--- config.mk ---
export PLATFORM = sky130hd
export DESIGN_NAME = rr_req_tracker_flat
export DESIGN_NICKNAME = d
export VERILOG_FILES = /design/src/rtl/rr_req_tracker_if.sv /design/src/rtl/rr_req_tracker.sv /design/src/flat_wrapper.sv
export SDC_FILE = /design/constraint.sdc
export NUM_CORES = 1
export LEC_CHECK = 0
export ABC_AREA = 1
export BUFFER_PORTS_ARGS = -buffer_cell sky130_fd_sc_hd__buf_2
export CAP_MARGIN = 5
export CORE_MARGIN = 2
export CORE_UTILIZATION = 55
export CTS_CLUSTER_DIAMETER = 40
export DETAILED_ROUTE_END_ITERATION = 8
export PLACE_DENSITY = 0.84
export SLEW_MARGIN = 10
export SYNTH_ARGS = -nofsm -noshare
export SYNTH_HDL_FRONTEND = slang
export SYNTH_SLANG_ARGS = --single-unit
--- constraint.sdc ---
create_clock -name clk -period 2.2 [get_ports clk]
set_input_delay 0.44 -clock clk [delete_from_list [all_inputs] [get_ports clk]]
set_output_delay 0.44 -clock clk [all_outputs]
set_load 0.005 [all_outputs]
--- src/rtl/rr_req_tracker_if.sv ---
// Request/grant bundle between the request tracker and its neighbours.
// master: push/clr/grant driver; slave: the tracker itself.
interface rr_req_tracker_if #(
  parameter int N  = 4,
  parameter int CW = 3
);
  logic [N-1:0]    push;
  logic            clr;
  logic [N-1:0]    grant;
  logic [N-1:0]    req;
  logic [N*CW-1:0] pend_cnt;
  logic [N-1:0]    ovf;
  logic            gnt_err;
  logic [N-1:0]    starve;

  modport master (
    output push, clr, grant,
    input  req, pend_cnt, ovf, gnt_err, starve
  );

  modport slave (
    input  push, clr, grant,
    output req, pend_cnt, ovf, gnt_err, starve
  );
endinterface

--- src/rtl/rr_req_tracker.sv ---
// Per-requester pending counters feeding a round-robin arbiter.
// Ports: clk, rst (sync, high), bus (slave): push/clr/grant in;
//   req/pend_cnt/ovf/gnt_err/starve out.
// Option: STARVE_MON_EN enables per-requester starvation timers.
module rr_req_tracker #(
  parameter int N          = 4,
  parameter int DEPTH      = 7,
  parameter int STARVE_LIM = 15
) (
  input  logic             clk,
  input  logic             rst,
  rr_req_tracker_if.slave  bus
);
  localparam int CW = $clog2(DEPTH + 1);
  localparam logic [CW-1:0] MAX = CW'(DEPTH);

  logic [N-1:0][CW-1:0] cnt_q, cnt_d;
  logic [N-1:0] nz, dec, ovf_set, ovf_q;
  logic [N-1:0] req;
  logic         multi, spur, err_q;

  always_comb begin
    for (int i = 0; i < N; i++) begin
      nz[i]      = cnt_q[i] != '0;
      dec[i]     = bus.grant[i] & nz[i];
      cnt_d[i]   = cnt_q[i];
      ovf_set[i] = 1'b0;
      // Masking with the live grant hides a last pending request
      // from the arbiter in the cycle it is being served.
      req[i]     = cnt_q[i] > CW'(bus.grant[i]);
      unique case ({bus.push[i], dec[i]})
        2'b10: begin
          if (cnt_q[i] == MAX) ovf_set[i] = 1'b1;
          else                 cnt_d[i]   = cnt_q[i] + 1'b1;
        end
        2'b01:   cnt_d[i] = cnt_q[i] - 1'b1;
        default: cnt_d[i] = cnt_q[i];
      endcase
    end
  end

  assign multi = |(bus.grant & (bus.grant - 1'b1));
  assign spur  = |(bus.grant & ~nz);

  always_ff @(posedge clk) begin
    if (rst) begin
      cnt_q <= '0;
      ovf_q <= '0;
      err_q <= 1'b0;
    end else begin
      cnt_q <= cnt_d;
      ovf_q <= (bus.clr ? '0 : ovf_q) | ovf_set;
      err_q <= (bus.clr ? 1'b0 : err_q) | multi | spur;
    end
  end

  assign bus.req      = req;
  assign bus.pend_cnt = cnt_q;
  assign bus.ovf      = ovf_q;
  assign bus.gnt_err  = err_q;

`ifdef STARVE_MON_EN
  localparam int TW = $clog2(STARVE_LIM + 1);
  localparam logic [TW-1:0] TLIM = TW'(STARVE_LIM);

  logic [N-1:0][TW-1:0] tmr_q, tmr_d;
  logic [N-1:0] stv_set, stv_q;

  always_comb begin
    for (int i = 0; i < N; i++) begin
      tmr_d[i]   = '0;
      stv_set[i] = 1'b0;
      if (req[i] && !bus.grant[i]) begin
        tmr_d[i] = (tmr_q[i] == TLIM) ? TLIM : tmr_q[i] + 1'b1;
      end
      // Flag only on the edge the timer reaches the limit.
      stv_set[i] = (tmr_d[i] == TLIM) && (tmr_q[i] != TLIM);
    end
  end

  always_ff @(posedge clk) begin
    if (rst) begin
      tmr_q <= '0;
      stv_q <= '0;
    end else begin
      tmr_q <= tmr_d;
      stv_q <= (bus.clr ? '0 : stv_q) | stv_set;
    end
  end

  assign bus.starve = stv_q;
`else
  logic unused_lim;
  assign unused_lim = (STARVE_LIM > 0);
  assign bus.starve = '0;
`endif
endmodule
--- src/flat_wrapper.sv ---
// flat-port wrapper written by rule: the top's interface ports become plain ports
module rr_req_tracker_flat 
#(
  parameter int N          = 4,
  parameter int DEPTH      = 7,
  parameter int STARVE_LIM = 15
)
  (clk, rst, bus_push, bus_clr, bus_grant, bus_req, bus_pend_cnt, bus_ovf, bus_gnt_err, bus_starve);
  rr_req_tracker_if #(.N(N)) bus_i ();
  input  logic clk;
  input  logic rst;
  input wire logic [$bits(bus_i.push)-1:0] bus_push;
  input wire logic [$bits(bus_i.clr)-1:0] bus_clr;
  input wire logic [$bits(bus_i.grant)-1:0] bus_grant;
  output wire logic [$bits(bus_i.req)-1:0] bus_req;
  output wire logic [$bits(bus_i.pend_cnt)-1:0] bus_pend_cnt;
  output wire logic [$bits(bus_i.ovf)-1:0] bus_ovf;
  output wire logic [$bits(bus_i.gnt_err)-1:0] bus_gnt_err;
  output wire logic [$bits(bus_i.starve)-1:0] bus_starve;
  assign bus_i.push = bus_push;
  assign bus_i.clr = bus_clr;
  assign bus_i.grant = bus_grant;
  assign bus_req = bus_i.req;
  assign bus_pend_cnt = bus_i.pend_cnt;
  assign bus_ovf = bus_i.ovf;
  assign bus_gnt_err = bus_i.gnt_err;
  assign bus_starve = bus_i.starve;
  rr_req_tracker #(.N(N), .DEPTH(DEPTH), .STARVE_LIM(STARVE_LIM)) u_core (.clk(clk), .rst(rst), .bus(bus_i));
endmodule
==> flow_summary.ini <==
[floorplan]
core_um2 = 2150
initial_core_util_pct = 56.7
dieHeight_um = 51.1
io_pins = 36
die_x_um = 51.1
dieArea_um2 = 2610
row_count = 17

[grt]
track_usage_pct = 22.7
grt_antenna_before_repair = 0
grt_first_pass_wirelength_mm = 4.53
overflow = 0
grt_pass1_vias = 1117
grt_max_degree = 13

[run_status]
status = finished, final reports clean

[clock_tree]
cts_sinks = 17
hold_buffers = 0
cts.path.max_buffers = 2
cts-root-buf = clkbuf_4
cts_tree = built
cts_buffers = 3
cts_resized = 0
clk_latency_ps = 290
cts_setup_buffers = 0
clkTransAtPathRegs_ps = 100
htree_levels = 1

[timing]
setup_viol = 0
grt_setup_unrepaired = no
setup-tns-final_ps = 0
finalCriticalPeriod_ps = 1830
hold_violations = 0
min_period_over_period_pct = 83.3
finalClockSkew_ps = 5.25
slew_violations = 0
clock.fmax_ghz = 0.545

[drt]
first_pass_iters = 4
dr.first_iter.drc_count = 29
dr_total_vias = 1236
ant_nets = 0
wl_per_cell_um = 11.8
avgViaCountPerCell = 5.35
wl_mm = 2.72
drc = 0

[setup_path]
criticalPathCategory = flop to output port
max_stage_delay_ps = 380
path_delay_family = flip-flops
end_kind = output port
path_buf_inv = 2
required_ps = 1760
crit_arrival_ps = 1390
start_kind = flop
cp_slowest_cell = dfxtp_1
crit_fanout = 4
crit_chain = inv_1 -> ha_1 -> o21ai_0 -> buf_2

[pwr]
leakagePower_nw = 0.741
ir_drop_uv = 522
powerDensity_nw_per_um2 = 746

[yosys]
synth.avg_cell_area_um2 = 7.17
syn_inst = 170
yosysMostFrequentCell = inv_1
ys_top_cells_by_area = dfxtp_1, inv_1, nor2_1
ys_warn_count = 0
synth_edf_count = 0
ys_seq_area_share_pct = 27.9
synth_top_area_share_pct = 27.9
async_reset_ff_share_pct = 0
synth_flop_cell = dfxtp_1
synthTopCellsByCount = inv_1, nor2_1, nand2_1, dfxtp_1, nand3_1
synthDistinctLibCells = 21
yosysTopAreaCell = dfxtp_1
ys_ff_latch = 17
syn-cell-area_um2 = 1220

[layout]
area_delta_synth_final_pct = 15.6
layout-drive-gt1-share_pct = 31.5
antennaDiodeCount = 0
fin_util_pct = 65.6
fillers = 194
nNetsFinal = 223

[placed_design]
gp_congestion = 0.768
portBuffers = 31
dp_hpwl_mm = 2.17

[hold_path]
hp-class = input pin to flop

[flow_run]
drv_cap = 0
layer usage:
layer / up-vias / part of all wire (%) / GRT usage, %
met3: 9 / 5.5 / 4.09
met5: - / 0 / 0
met4: 0 / 2.7 / 11.7
li1: 605 / - / -
met2: 42 / 52 / 40.5
met1: 580 / 40 / 25.5
cells by family after synthesis:
| family | after synthesis | synth area share [%] |
|---|---|---|
| simple gates | 90 | 41.1 |
| buf+inv | 36 | 12.6 |
| compound gates | 18 | 7.39 |
| flops | 17 | 27.9 |
| fa+ha+maj | 8 | 10.7 |
| other cells | 1 | 0.308 |
metrics by stage:
step                      hold WS [ps]  cell area [um2]  worst slack [ps]  total power [W]  std cells
after floorplan                    454             1230               717         0.000737        173
after global placement             451             1380               589         0.000860        227
after detailed placement           461             1380               530         0.000888        227
after CTS                          379             1410               361          0.00106        231
after global routing               384             1410               279          0.00114        231
final                              380             1410               367          0.00105        231
placed cells by master (no fill, tap or decap), types with 3 or more instances in the layout:
cell      netlist  final
buf_2           0     31
inv_1          26     26
nor2_1         22     22
nand2_1        21     21
dfxtp_1        17     17
nand3_1        12     12
nand2_2         9      9
a21oi_1         9      9
nand3_2         8      8
o21ai_0         6      6
inv_2           5      5
nand3b_1        5      5
nand4_1         5      5
nor2_2          4      4
fa_1            4      4
ha_1            4      4
conb_1          1      4
o21ai_1         3      3
nand4_2         3      3
clkbuf_4        1      3
worst paths after layout:
path              slack, ps                    start                 endpoint  cells after the start
setup / recovery        370   u_core.bus.pend_cnt[3]               bus_req[1]                      4
hold reg to reg         470        u_core.bus.ovf[2]        u_core.bus.ovf[2]                      2
setup reg to reg        520  u_core.bus.pend_cnt[10]  u_core.bus.pend_cnt[11]                      8
hold / removal          380                      rst        u_core.bus.ovf[3]                      2
state kept, by name, indices dropped and copies added, names as in the netlist:
| register | cells |
|---|---|
| u_core.bus.pend_cnt | 12 |
| u_core.bus.gnt_err | 1 |
| u_core.bus.ovf | 4 |
power breakdown:
group / leakage, nW / switching, W / internal, W
Sequential: 0.140 / 0.0000496 / 0.000353
Clock: 0.0150 / 0.0000966 / 0.0000706
Combinational: 0.586 / 0.000295 / 0.000186
Total: 0.741 / 0.000442 / 0.000610
final cells by class:
class | count | area (um2) | area share [%]
Clock buffer | 4 | 26.3 | 1.87
Sequential cell | 17 | 340 | 24.2
Tap cell | 28 | 35.0 | 2.49
Timing Repair Buffer | 31 | 155 | 11.0
Inverter | 31 | 116 | 8.26
Multi-Input combinational cell | 120 | 736 | 52.2
Note: power is estimated with default switching activity, not from simulation.
